<file path="src/rtl/pipe_ctrl.sv">
// Pipeline controller for the 6-stage core: merges stall requests into a
// thermometer stall vector, sequences multi-cycle EX ops and redirects on exceptions.
module pipe_ctrl #(
    parameter int          FLUSH_CYCLES = 1,
    parameter int          MC_CNT_W     = 6,
    parameter logic [31:0] EXC_BASE     = 32'hBFC00380
) (
    input  logic                clk,
    input  logic                resetn,
    input  logic                stallreq_id,
    input  logic                stallreq_ex,
    input  logic                stallreq_mem,
    input  logic                mc_start,
    input  logic [MC_CNT_W-1:0] mc_cycles,
    input  logic                excp_valid,
    input  logic                eret_i,
    input  logic [31:0]         epc_i,
    output logic [5:0]          stall,
    output logic                flush,
    output logic [31:0]         new_pc,
    output logic                mc_busy,
    output logic                mc_done
);

    localparam int FC_W = (FLUSH_CYCLES > 1) ? $clog2(FLUSH_CYCLES) : 1;

    typedef enum logic [1:0] {RUN, MC_WAIT, FLUSH} state_t;

    state_t              state_reg;
    logic [MC_CNT_W-1:0] cnt_reg;
    logic [FC_W-1:0]     fcnt_reg;
    logic                flush_reg;
    logic [31:0]         new_pc_reg;

    logic [2:0]          depth_next;
    logic                mc_done_next;
    logic                take_excp;

    assign take_excp = excp_valid && (state_reg != FLUSH);

    // Stall depth = number of low stages held (3 = PC..ID, 4 = ..EX, 5 = ..MEM).
    always_comb begin
        depth_next   = 3'd0;
        mc_done_next = 1'b0;
        if (!resetn && !take_excp) begin
            case (state_reg)
                RUN: begin
                    if (stallreq_mem)
                        depth_next = 3'd5;
                    else if (stallreq_ex || mc_start)
                        depth_next = 3'd4;
                    else if (stallreq_id)
                        depth_next = 3'd3;
                end
                MC_WAIT: begin
                    depth_next   = stallreq_mem ? 3'd5 : 3'd4;
                    mc_done_next = (cnt_reg == MC_CNT_W'(1));
                end
                default: depth_next = 3'd0;
            endcase
        end
    end

    // Expanding a depth keeps the vector a thermometer code by construction.
    generate
        for (genvar gi = 0; gi < 6; gi++) begin : g_stall
            assign stall[gi] = (depth_next > 3'(gi));
        end
    endgenerate

    always_ff @(posedge clk) begin
        if (resetn) begin
            state_reg  <= RUN;
            cnt_reg    <= '0;
            fcnt_reg   <= '0;
            flush_reg  <= 1'b0;
            new_pc_reg <= 32'd0;
        end else if (take_excp) begin
            state_reg  <= FLUSH;
            cnt_reg    <= '0;
            fcnt_reg   <= FC_W'(FLUSH_CYCLES - 1);
            flush_reg  <= 1'b1;
            new_pc_reg <= eret_i ? epc_i : EXC_BASE;
        end else begin
            case (state_reg)
                RUN: begin
                    if (mc_start) begin
                        state_reg <= MC_WAIT;
                        cnt_reg   <= (mc_cycles == '0) ? MC_CNT_W'(1) : mc_cycles;
                    end
                end
                MC_WAIT: begin
                    cnt_reg <= cnt_reg - MC_CNT_W'(1);
                    if (cnt_reg == MC_CNT_W'(1))
                        state_reg <= RUN;
                end
                FLUSH: begin
                    if (fcnt_reg == '0) begin
                        state_reg <= RUN;
                        flush_reg <= 1'b0;
                    end else begin
                        fcnt_reg <= fcnt_reg - FC_W'(1);
                    end
                end
                default: state_reg <= RUN;
            endcase
        end
    end

    assign flush   = flush_reg;
    assign new_pc  = new_pc_reg;
    assign mc_busy = (state_reg == MC_WAIT);
    assign mc_done = mc_done_next;

endmodule

</file>
<file path="config.mk">
export PLATFORM = sky130hd
export DESIGN_NAME = pipe_ctrl
export DESIGN_NICKNAME = d
export VERILOG_FILES = /design/src/rtl/pipe_ctrl.sv
export SDC_FILE = /design/constraint.sdc
export NUM_CORES = 1
export LEC_CHECK = 0
export ABC_AREA = 1
export CORE_MARGIN = 2
export CORE_UTILIZATION = 30
export CTS_BUF_LIST = sky130_fd_sc_hd__clkbuf_4 sky130_fd_sc_hd__clkbuf_8 sky130_fd_sc_hd__clkbuf_16
export CTS_CLUSTER_SIZE = 24
export DETAILED_ROUTE_END_ITERATION = 6
export SLEW_MARGIN = 5
export SYNTH_ARGS = -nofsm -noshare
export SYNTH_HDL_FRONTEND = slang
export SYNTH_SLANG_ARGS = --single-unit
export TNS_END_PERCENT = 20
</file>
<file path="constraint.sdc">
create_clock -name clk -period 2.6 [get_ports clk]
set_input_delay 0.52 -clock clk [delete_from_list [all_inputs] [get_ports clk]]
set_output_delay 0.52 -clock clk [all_outputs]
set_load 0.03 [all_outputs]
</file>
Word-level counts from Yosys, hierarchy flattened
Index checks and enable logic that the tools add are counted.

Bits in registers: 42. Latch bits: 0. Memory bits (writable): 0. Bits in read-only memories: 0. Input port bits: 46. Output and inout bits: 41. Memories: 0.

Add/subtract/negate cells: 2. $mul: 0. Div/mod/pow operators: 0. Magnitude comparators: 6. Equal/unequal tests: 11. Shift operators: 0. Multiplexer cells: 21. Bitwise operators: 0. Reductions and logical operators: 14.

Operator list (count): $mux W32 (1); $mux W6 (2); $pmux W6 S2 (1); $mux W2 (5); $mux W3 (3); $mux W1 (7); $eq A6 B1 Y1 const B (1); $gt A3 B1 Y1 const B (2); $gt A3 B2 Y1 const B (2); $gt A3 B3 Y1 const B (2); $logic_not A6 Y1 (1); $ne A2 B2 Y1 const B (3); $ne A3 B3 Y1 const B (2); $pmux W2 S3 (1); $pmux W3 S2 (1); $reduce_and A3 Y1 (2); $sub A6 B1 Y6 const B (1); $ne A2 B1 Y1 const B (2); $reduce_and A2 Y1 (2); $reduce_bool A2 Y1 (2); $ne A3 B1 Y1 const B (1); $eq A2 B1 Y1 const B (1); $eq A2 B2 Y1 const B (1); $logic_and A1 B1 Y1 (2); other kinds (5) (6).

Depth between registers and ports, before layout
Depth in word-level cells: 6. Gate-level depth with buffers: 9.

Least setup slack after synthesis
No wires, ideal clock.

Kind: reg2out. Start point: register state_reg[0]. End point: output port mc_done. Data arrival time: 1.379 ns. Required time: 2.080 ns. Path slack: 0.701 ns. Stages on the path, launching flop included: 7. Path buffers: 1. Cells stage by stage: dfxtp_1 > buf_6 > inv_4 > nand2_4 > nand2_4 > nand2_4 > nor3_1.

Cells in the longest elaborated chain, start to end: 5.

RTL lines: start: declaration (line 29) `state_t state_reg;`; start signal: assignment (line 73) `state_reg <= RUN;`; start signal: assignment (line 79) `state_reg <= FLUSH;`; start signal: assignment (line 88) `state_reg <= MC_WAIT;`; $ne A2 B2 Y1 (line 39) `assign take_excp = excp_valid && (state_reg != FLUSH);`; $logic_and A1 B1 Y1 (line 39); $logic_not A1 Y1 (line 45) `if (!resetn && !take_excp) begin`; $logic_and A1 B1 Y1 (line 45); $mux W1 * (line 45); end: declaration (line 22) `output logic mc_done`.

Every way passes the cells marked *; elsewhere a longest branch is shown, timed or not.

Worst setup path in the final report
Start point: register state_reg[0]. End point: output port mc_busy.

Cells in the longest elaborated chain, start to end: 1.

RTL lines: $eq A2 B1 Y1 (line 112) `assign mc_busy = (state_reg == MC_WAIT);`; end: declaration (line 21) `output logic mc_busy,`.

No other way between the ends.

==> run_results.csv <==
group,metric,value,unit
outcome,run_status,"finished, final reports clean",
synth,ys_seq_area_frac,0.4672,
worst_setup_path,crit_path_start_kind,"flop",
die,die_area,0.006483,mm²
sta,period_needed,2.262,ns
cts,holdBufCountCts,0,
worst_setup_path,max_stage_delay,0.67,ns
synth,ys_ff_latch,41,
hold_path,hold_end,"new_pc[1]",
grt,grt_pass1_wl,7.210,mm
run,cap_violations,0,
route,drt_iter0_drc,91,
worst_setup_path,cp_num_buf_inv,2,
worst_setup_path,crit_path_top_delay_cell,"clkdlybuf4s50_1",
grt,grt_overflow,0,
synth,ys.flop_type,"dfxtp_1",
final_layout,multiInputGateArea,767.0,µm²
final_layout,seq_area,820.8,µm²
grt,grt.total_usage,0.1444,
hold_path,hold_path_depth,2,
cts,cts_buffers,5,
place,place_area,0.002597,mm²
worst_setup_path,end_kind,"output pin",
die,initial_core_util,0.3152,
final_layout,fillCellCount,584,
worst_setup_path,critPathRequiredTime,2.08,ns
cts,clock_sinks,41,
route,drc_errors,0,
route,wl,4.552,mm
cts,clkSlewWorstSetupHoldPaths,0.07,ns
worst_setup_path,reg2reg_from,"state_reg[0]",
synth,synth_edf_count,0,
sta,setup_viol,0,
worst_setup_path,worst_r2r_path_depth,7,
synth,synth.largest_area_cell,"dfxtp_1",
die,die_x,80.52,µm
final_layout,fin_cells,391,
power_and_ir_drop,power_density,578.0,mW/mm²
cts,cts_resized,0,
final_layout,final_nets,366,
die,ios,87,
final_layout,n_antenna_cell,0,
synth,synth_top_cell_area_share,0.4672,
grt,grt_max_degree,36,
route,wl_per_cell,11.64,µm
sta,hold_viol,0,
synth,synth_nets,283,
place,dp.cells,383,
worst_setup_path,crit_family,"buffers and inverters",
synth,synth_common_cells,"nand2_1, dfxtp_1, nand3_1",
cts,clkLatencyLatePin,0.29,ns
place,io_buffers,85,
cts,root_buffer,"clkbuf_8",
hold_path,worstHoldStart,"new_pc[1]",
sta,max_freq,0.4421,GHz
cts,clockBufferDepth,2,
sta,worstMarginPinSlew,0.5272,ns
synth,synth.most_common_cell,"nand2_1",
synth,syn-instance-count,235,
route,antenna_left,0,
route,vias_per_cell,4.435,
synth,syn_area,0.001757,mm²
worst_setup_path,reg2reg_setup_slack,0.93,ns
final_layout,area_growth_syn_to_layout,54.70,%
final_layout,finalInstanceArea,0.002718,mm²
worst_setup_path,r2r-end,"new_pc[12]",
hold_path,hp-class,"reg2reg",
final_layout,drive_gt1_frac,0.08464,
die,fp.coreArea,0.005574,mm²
synth,yosys-top-cells-area,"dfxtp_1, nand2_1, nand3_1",
route,num_vias,1734,
sta,skew,0.008487,ns
worst_setup_path,crit_fanout,7,
sta,rsz0062_at_grt,"false",
sta,fin_tns_setup,0,ns
worst_setup_path,cp.arrival,1.74,ns
grt,grt_pass1_vias,1636,
synth,yosys_warnings,0,
grt,antenna_found_initial,0,
die,die_h,80.52,µm
cts,postCtsSetupBuffers,0,
worst_setup_path,path_class,"reg2out",
power_and_ir_drop,ir_worst_vdd,0.3332,mV
place,gp_congestion,0.7985,
die,rows,27,
synth,synth.avg_cell_area,7.475,µm²
power_and_ir_drop,leakagePower,1.213,nW
worst_setup_path,crit_chain,"nand2_4, inv_2, clkdlybuf4s50_1",
route,first_pass_iters,4,
sta,fin_crit_sh,0.8699,
sta,maxSlewHeadroom,0.6477,
place,dp_hpwl,3.233,mm
synth,async_flop_share,0,
cts,cts_max_level,2,
final_layout,largest_reg_flops,32,
cts,cts_tree,"done",
synth,synth_cell_types,24,
sta,final_max_slew_viol_count,0,
how the worst max path moves through the flow:
stage          cells after the start    startpoint       end
2_1_floorplan                      6  state_reg[0]   mc_done
3_3_place_gp                       7        resetn  stall[4]
3_5_place_dp                       7        resetn  stall[4]
4_1_cts                            3  state_reg[0]   mc_busy
5_1_grt                            7        resetn  stall[4]
6_report                           3  state_reg[0]   mc_busy
metrics by stage:
stage	worst slack, ns	utilization	hold WS [ns]	power, mW
floorplan	0.7005	-	0.4549	0.8949
global placement	0.3844	0.4660	0.4359	1.047
detailed placement	0.3533	0.4660	0.4391	1.049
CTS	0.3104	0.4875	0.4543	1.596
global route	0.2347	0.4875	0.4725	1.659
finish	0.3382	0.4875	0.4504	1.571
cell families (layout without fill, tap and decap cells):
logic type	after synthesis	after routing	share of synthesized area
DFF	41	41	0.4672
buffers and inverters	28	112	0.09616
adders and majority gates	2	2	0.01424
other	1	1	0.002135
and+or+nand+nor	134	134	0.3333
AOI/OAI and AO/OA	29	29	0.08690
cell type report:
class / instances / area share
clock inverter: 1 / 0.01105
tap: 72 / 0.03315
timing repair buffer: 87 / 0.3131
clock buffer: 7 / 0.03315
inverter: 17 / 0.02532
multi-input combinational: 166 / 0.2822
sequential: 41 / 0.3020
worst min-delay path, stage by stage (launching register included):
cell and delay, ns:
dfxtp_1 0.31, nand2_1 0.06, nand2_1 0.04
cells in the final DEF, fill, tap and decap left out:
| cell type | synthesis | routed |
|---|---|---|
| nand2_4 | 4 | 4 |
| a21oi_1 | 8 | 8 |
| a31oi_1 | 1 | 1 |
| o21ai_2 | 1 | 1 |
| nand3_1 | 25 | 25 |
| nor2_1 | 15 | 15 |
| nand2_1 | 82 | 82 |
| bufinv_16 | 0 | 1 |
| nor3_1 | 3 | 3 |
| clkbuf_4 | 0 | 1 |
| ha_1 | 2 | 2 |
| inv_4 | 2 | 2 |
| o31ai_1 | 1 | 1 |
| buf_4 | 1 | 8 |
| nand4_1 | 3 | 3 |
| o21ai_0 | 13 | 13 |
| inv_1 | 13 | 13 |
| dfxtp_1 | 41 | 41 |
| inv_2 | 2 | 2 |
| nor2_2 | 1 | 1 |
| o21ai_1 | 5 | 5 |
| conb_1 | 1 | 1 |
| clkbuf_8 | 0 | 6 |
| clkdlybuf4s50_1 | 0 | 79 |
| nor2_4 | 1 | 1 |
where the power goes:
group,switching [mW],internal (mW)
Clock,0.215,0.324
Sequential,0.0240,0.665
Combinational,0.187,0.156
metal layers:
| layer | vias up | routed length, µm | GRT usage |
|---|---|---|---|
| li1 | 913 | - | - |
| met1 | 760 | 1952 | 0.1589 |
| met2 | 59 | 2086 | 0.2350 |
| met3 | 2 | 488 | 0.07865 |
| met4 | 0 | 25 | 0.05085 |
| met5 | - | 0 | 0 |
No activity file was read; power rests on OpenSTA's default activity.
